<file path="src/rtl/csync_decoder.sv">
// csync_decoder: recovers H/V counters, blanking, separated syncs, frame parity and lock from composite sync
// Ports:
//   i_EMU_MCLK        master clock
//   i_MRST            synchronous active-high reset
//   i_EMU_CLK6MPCEN_n pixel clock enable, active low
//   i_CSYNC           composite sync, active-low tip
//   o_HCNTR/o_VCNTR   recovered counters (H 128..511, V 248..511)
//   o_HBLANK_n/o_VBLANK_n/o_HSYNC_n/o_VSYNC_n  decoded from the counters
//   o_VSTART          one-tick pulse on vsync detection
//   o_FRAMEPARITY     toggles on every o_VSTART
//   o_LOCKED          high while locked to the line timing
module csync_decoder #(
    parameter logic [8:0] H_EDGE_VAL = 9'd176,
    parameter int         H_WIN      = 4,
    parameter int         EQ_MAX     = 23,
    parameter int         BROAD_MIN  = 64,
    parameter int         LOCK_CNT   = 4
) (
    input  logic       i_EMU_MCLK,
    input  logic       i_MRST,
    input  logic       i_EMU_CLK6MPCEN_n,
    input  logic       i_CSYNC,
    output logic [8:0] o_HCNTR,
    output logic [8:0] o_VCNTR,
    output logic       o_HBLANK_n,
    output logic       o_VBLANK_n,
    output logic       o_HSYNC_n,
    output logic       o_VSYNC_n,
    output logic       o_VSTART,
    output logic       o_FRAMEPARITY,
    output logic       o_LOCKED
);
    typedef enum logic [1:0] {UNLOCKED, ACQUIRE, LOCKED} state_t;
    localparam int              CW      = $clog2(LOCK_CNT + 1);
    localparam logic [CW-1:0]   LC      = CW'(LOCK_CNT);
    localparam logic [8:0]      W_LO    = H_EDGE_VAL - 9'(H_WIN);
    localparam logic [8:0]      W_HI    = H_EDGE_VAL + 9'(H_WIN);
    localparam logic [8:0]      W_CLOSE = W_HI + 9'd1;
    localparam logic [8:0]      HS_END  = H_EDGE_VAL + 9'd31;
    localparam logic [7:0]      EQ_M    = 8'(EQ_MAX);
    localparam logic [7:0]      BR_M    = 8'(BROAD_MIN);
    localparam logic [7:0]      BR_M1   = 8'(BROAD_MIN - 1);

    state_t        r_state, w_state_next;
    logic [CW-1:0] r_good, r_miss, w_good_next, w_miss_next, w_good_inc, w_miss_inc;
    logic [8:0]    r_h, r_v, w_h_cnt, w_h_next;
    logic [7:0]    r_run;
    logic          r_sync_prev, r_edge_seen, r_line_done, r_broad_seen, r_vstart, r_parity;
    logic          w_ce, w_fall, w_rise, w_win, w_acc, w_load, w_close, w_wrap;
    logic          w_line_start, w_norm, w_vtrig;

    assign w_ce         = ~i_EMU_CLK6MPCEN_n;
    assign w_fall       = r_sync_prev & ~i_CSYNC;
    assign w_rise       = ~r_sync_prev & i_CSYNC;
    assign w_win        = (r_h >= W_LO) && (r_h <= W_HI);
    assign w_acc        = w_fall && w_win;
    // Unlocked, any falling edge is taken as a line start; otherwise only edges in the window.
    assign w_load       = (r_state == UNLOCKED) ? w_fall : w_acc;
    assign w_close      = (r_h == W_CLOSE) && !r_edge_seen;
    assign w_h_cnt      = (r_h == 9'd511) ? 9'd128 : r_h + 9'd1;
    assign w_h_next     = w_load ? H_EDGE_VAL : w_h_cnt;
    assign w_wrap       = !w_load && (r_h == 9'd511);
    // r_line_done blocks a second V increment when a late edge pulls H back to the edge value.
    assign w_line_start = (w_h_next == H_EDGE_VAL) && !r_line_done;
    assign w_norm       = w_rise && (r_run > EQ_M) && (r_run < BR_M);
    // The run counter is about to reach BROAD_MIN on this tick.
    assign w_vtrig      = !i_CSYNC && !w_fall && (r_run == BR_M1) && !r_broad_seen && (r_state != UNLOCKED);
    assign w_good_inc   = r_good + CW'(1);
    assign w_miss_inc   = r_miss + CW'(1);

    always_comb begin
        w_state_next = r_state;
        w_good_next  = r_good;
        w_miss_next  = r_miss;
        case (r_state)
            UNLOCKED: if (w_fall) begin
                w_state_next = ACQUIRE;
                w_good_next  = CW'(1);
            end
            ACQUIRE: if (w_acc) begin
                w_good_next  = w_good_inc;
                w_state_next = (w_good_inc == LC) ? LOCKED : ACQUIRE;
            end else if (w_close) begin
                w_state_next = UNLOCKED;
                w_good_next  = '0;
            end
            LOCKED: if (w_acc) begin
                w_miss_next  = '0;
            end else if (w_close) begin
                w_miss_next  = (w_miss_inc == LC) ? '0 : w_miss_inc;
                w_good_next  = (w_miss_inc == LC) ? '0 : r_good;
                w_state_next = (w_miss_inc == LC) ? UNLOCKED : LOCKED;
            end
            default: w_state_next = UNLOCKED;
        endcase
    end

    always_ff @(posedge i_EMU_MCLK) begin
        if (i_MRST) begin
            r_state      <= UNLOCKED;
            r_good       <= '0;
            r_miss       <= '0;
            r_sync_prev  <= 1'b1;
            r_run        <= '0;
            r_h          <= 9'd128;
            r_v          <= 9'd248;
            r_edge_seen  <= 1'b0;
            r_line_done  <= 1'b0;
            r_broad_seen <= 1'b0;
            r_vstart     <= 1'b0;
            r_parity     <= 1'b0;
        end else if (w_ce) begin
            r_state      <= w_state_next;
            r_good       <= w_good_next;
            r_miss       <= w_miss_next;
            r_sync_prev  <= i_CSYNC;
            r_run        <= w_fall ? '0 : (!i_CSYNC && r_run != 8'hFF) ? r_run + 8'd1 : r_run;
            r_h          <= w_h_next;
            r_v          <= w_vtrig ? 9'd248 : !w_line_start ? r_v : (r_v == 9'd511) ? 9'd248 : r_v + 9'd1;
            r_edge_seen  <= w_load ? 1'b1 : w_wrap ? 1'b0 : r_edge_seen;
            r_line_done  <= w_line_start ? 1'b1 : w_wrap ? 1'b0 : r_line_done;
            r_broad_seen <= w_vtrig ? 1'b1 : w_norm ? 1'b0 : r_broad_seen;
            r_vstart     <= w_vtrig;
            r_parity     <= r_parity ^ w_vtrig;
        end
    end

    assign o_HCNTR       = r_h;
    assign o_VCNTR       = r_v;
    assign o_HBLANK_n    = r_h[8];
    assign o_VBLANK_n    = (r_v >= 9'd272) && (r_v <= 9'd495);
    assign o_HSYNC_n     = !((r_h >= H_EDGE_VAL) && (r_h <= HS_END));
    assign o_VSYNC_n     = r_v[8];
    assign o_VSTART      = r_vstart;
    assign o_FRAMEPARITY = r_parity;
    assign o_LOCKED      = (r_state == LOCKED);
endmodule

</file>
<file path="config.mk">
export PLATFORM = sky130hd
export DESIGN_NAME = csync_decoder
export DESIGN_NICKNAME = d
export VERILOG_FILES = /design/src/rtl/csync_decoder.sv
export SDC_FILE = /design/constraint.sdc
export NUM_CORES = 1
export LEC_CHECK = 0
export ABC_AREA = 1
export CORE_UTILIZATION = 55
export DETAILED_ROUTE_END_ITERATION = 8
export HOLD_SLACK_MARGIN = 0.12
export PLACE_DENSITY = 0.82
export SETUP_SLACK_MARGIN = 0.5
export SLEW_MARGIN = 30
export SYNTH_ARGS = -nofsm -noshare
export SYNTH_HDL_FRONTEND = slang
export SYNTH_SLANG_ARGS = --single-unit
</file>
<file path="constraint.sdc">
create_clock -name i_EMU_MCLK -period 3.9 [get_ports i_EMU_MCLK]
set_input_delay 0.39 -clock i_EMU_MCLK [delete_from_list [all_inputs] [get_ports i_EMU_MCLK]]
set_output_delay 0.39 -clock i_EMU_MCLK [all_outputs]
set_load 0.02 [all_outputs]
</file>
==> summary.md <==
| Metric | Value |
|---|---|
| Part of the Yosys area used for sequential elements | `31.7%` |
| Cell at the root of the clock tree | `clkbuf_8` |
| Quantity of hold-fixing buffers added after cts | `0` |
| Number of DRC markers in iteration 0 | `224` |
| Number of vias after detailed routing | `2506` |
| Master of the slowest instance on the critical path | `dfxtp_1` |
| Commonest non-fill, non-tap cells in the layout | `nand2_1 (73), inv_1 (50), nor2_1 (48)` |
| Internal power of the cells | `about 740 µW` |
| Initial antenna violation count | `0` |
| Combined area of all synthesized cells | `roughly 2500 µm²` |
| Layout fillers | `376` |
| Number of nets still failing antenna checks after routing | `0` |
| Outcome | `complete, no violations` |
| Comb power frac | `around 28%` |
| Vertical extent of the die | `~70 µm` |
| Number of instances resized during post-cts repair | `0` |
| Tightest slew margin relative to the limit | `53.2%` |
| Residual overflow from global routing | `0` |
| Seq pwr share | `42.1%` |
| Global routing usage summed across all routing layers | `24.6%` |
| Async S/R FF share, synth | `0%` |
| Worst hold-check path type | `reg -> reg` |
| Tmin final | `2760 ps` |
| Maximum level of the CTS H-tree | `2` |
| Power density over the cells | `384 nW/µm²` |
| Maximum fanout along the worst path | `13` |
| Most frequently used flop master after synthesis | `dfxtp_1` |
| Routed length per placed instance | `12.4 µm` |
| Worst hold path cell count | `2` |
| TritonCTS Buffers | `5` |
| Area growth, synth to finish | `15.8%` |
| Core box area | `between 4000 and 5000 µm²` |
| Cell mode on critical path | `nand3_1` |
| I/O Buffers | `28` |
| Share of final-layout standard cells stronger than drive strength 1 | `6.68%` |
| Setup repair after global routing missed its margin | `false` |
| Worst Path Required | `between 4000 and 5000 ps` |
| Crit path largest cell delay | `490 ps` |
| Max VDD drop | `272 µV` |
| Pin count of the biggest net entering global routing | `20` |
| Number of buffers inserted to repair setup after CTS | `0` |
| CTS sink cnt | `40` |
| Hold violation total from the final report | `0` |
| Total power consumption of the routed design | `around 1.1 mW` |
| Switching Power | `379 µW` |
| Synthesized instance count | `378` |
| Total Nets Final | `between 400 and 500` |
| Highest clock frequency the design can meet | `between 300 and 400 MHz` |
| Inserted Diodes | `0` |
| Starting Density | `57.6%` |
| DR DRC count | `0` |
| Slew at the pin closest to its max-slew limit | `699 ps` |
| HPWL after detailed placement | `4130 µm` |
| Final slew viol count | `0` |
| TritonCTS clock tree | `built` |
| Worst setup path class | `reg -> reg` |
| DR pass1 iterations | `5` |
| Post-Syn Area per Cell | `6.68 µm²` |
| Library cells used by synthesis | `37` |
| Global-route wire length before repair | `9730 µm` |
| Number of global-route vias before repair | `about 2200` |
| Full die area | `4870 µm²` |
| Commonest non-fill, non-tap cell in the layout | `nand2_1` |
| Routability Congestion | `0.934` |
| Post-synthesis register bit count | `40` |
| Count of flip-flops with a built-in enable after synthesis | `0` |
| Max-cap violations | `0` |
| Maximum clock insertion buffer count | `2` |
| Number of warnings reported in the yosys synthesis log | `0` |
| Leakage power | `between 1 and 1.5 nW` |
| Setup violators final | `0` |
| Later-pin clock latency in the skew report | `300 ps` |
| Post-route setup TNS | `0 ps` |
| Number of vias per cell | `5.50` |
| Ports placed on the boundary | `29` |
| Die outline width | `69.8 µm` |
| Synthesized netlist net count | `399` |
| Row count | `24` |
| Wire length reported by the detailed router | `5660 µm` |
| Sequence of cells on the critical path | `ha_1 -> inv_1 -> nor2_1 -> nand3_1 -> nor2_1 -> ha_1 -> inv_1 -> nand3_1 -> a21oi_2 -> nor2_2 -> nand3_2 -> nand2_1 -> o21ai_0 -> nand3_1` |
| Worst reg-to-reg path cell count | `14` |
| Critical path data arrival time | `2980 ps` |
| Clock slew seen by the registers of the worst setup and hold paths | `approximately 80 ps` |
| Fin Clk Skew | `8.38 ps` |
| Ratio of final minimum period to clock period | `70.7%` |
| Worst setup SP type | `flip-flop` |
| Switching Share | `around a third` |
| Critical Path Sink Type | `flip-flop` |
| Power share of the clock group | `between 30% and 40%` |
==> power groups by stage <==
stage	combinational [mW]	clock (mW)	sequential, mW
floorplan	0.216	0	0.488
global placement	0.298	0	0.482
detailed placement	0.304	0	0.483
CTS	0.307	0.347	0.473
global route	0.349	0.364	0.478
finish	0.310	0.341	0.473
==> final timing paths <==
check,slack (ps),endpoint,startpoint
worst min-delay path,480,r_good[2],r_good[2]
worst max register to register,1140,o_VCNTR[6],o_HCNTR[0]
worst max-delay path,1140,o_VCNTR[6],o_HCNTR[0]
worst min register to register,480,r_good[2],r_good[2]
==> cell families after synthesis <==
logic type,after synthesis,share of synthesized area (%)
flops,40,31.7
xor+xnor,5,1.73
simple gates,187,33.1
compound gates,64,14.6
fa+ha+maj,17,8.42
buf+inv,65,10.5
==> metrics by stage <==
stage	cell area, µm²	util, %	setup slack [ps]	cells	hold WS, ps
4_1_cts	2920	66.7	1200	456	476
5_1_grt	2920	66.7	858	456	495
3_5_place_dp	2810	64.2	1170	448	463
6_report	2920	66.7	1140	456	477
3_3_place_gp	2810	64.2	1280	448	450
2_1_floorplan	2530	-	1560	378	436
==> critical path: cells and delay by family, from the launching register on <==
family                   cells  cell delay (ps)
adder cells (fa/ha/maj)      2              500
flip-flops                   1              490
AND/OR/NAND/NOR              8             1310
buffers and inverters        2              180
AO/OA/AOI/OAI                2              200
==> registers in the layout (all words and copies together), names as in the netlist, 2 cells and up <==
register  flops
o_HCNTR       9
o_VCNTR       9
r_run         8
r_good        3
r_miss        3
r_state       2
==> metal layers <==
metal	vias to the layer above	track usage, %	routed length, µm
met5	-	0	0
met4	0	9.78	80
met3	10	4.80	300
met2	83	38.8	2650
met1	1137	33.1	2630
li1	1276	-	-
==> synthesized netlist by cell type (3+ instances only) <==
library cell / n / area, µm²
nor2_1: 48 / 180
dfxtp_1: 40 / 801
o21ai_0: 24 / 120
buf_4: 3 / 22.5
clkbuf_1: 4 / 15.0
nor4_1: 3 / 18.8
ha_1: 17 / 213
nand2_1: 73 / 274
inv_2: 4 / 15.0
nor3_1: 7 / 35.0
inv_1: 50 / 188
a21oi_2: 4 / 35.0
nand3_1: 39 / 195
nand2_2: 4 / 25.0
a21oi_1: 23 / 115
nand4_1: 4 / 25.0
xor2_1: 3 / 26.3
==> layout make-up <==
type                            instances  area, µm²  share of cell area, %
Clock buffer                            5       68.8                   2.35
Clock inverter                          3       42.5                   1.45
Inverter                               55        206                   7.06
Multi-Input combinational cell        273       1460                   49.9
Sequential cell                        40        801                   27.4
Tap cell                               52       65.1                   2.23
Timing Repair Buffer                   28        280                   9.58
(Power assumes the default switching activity.)
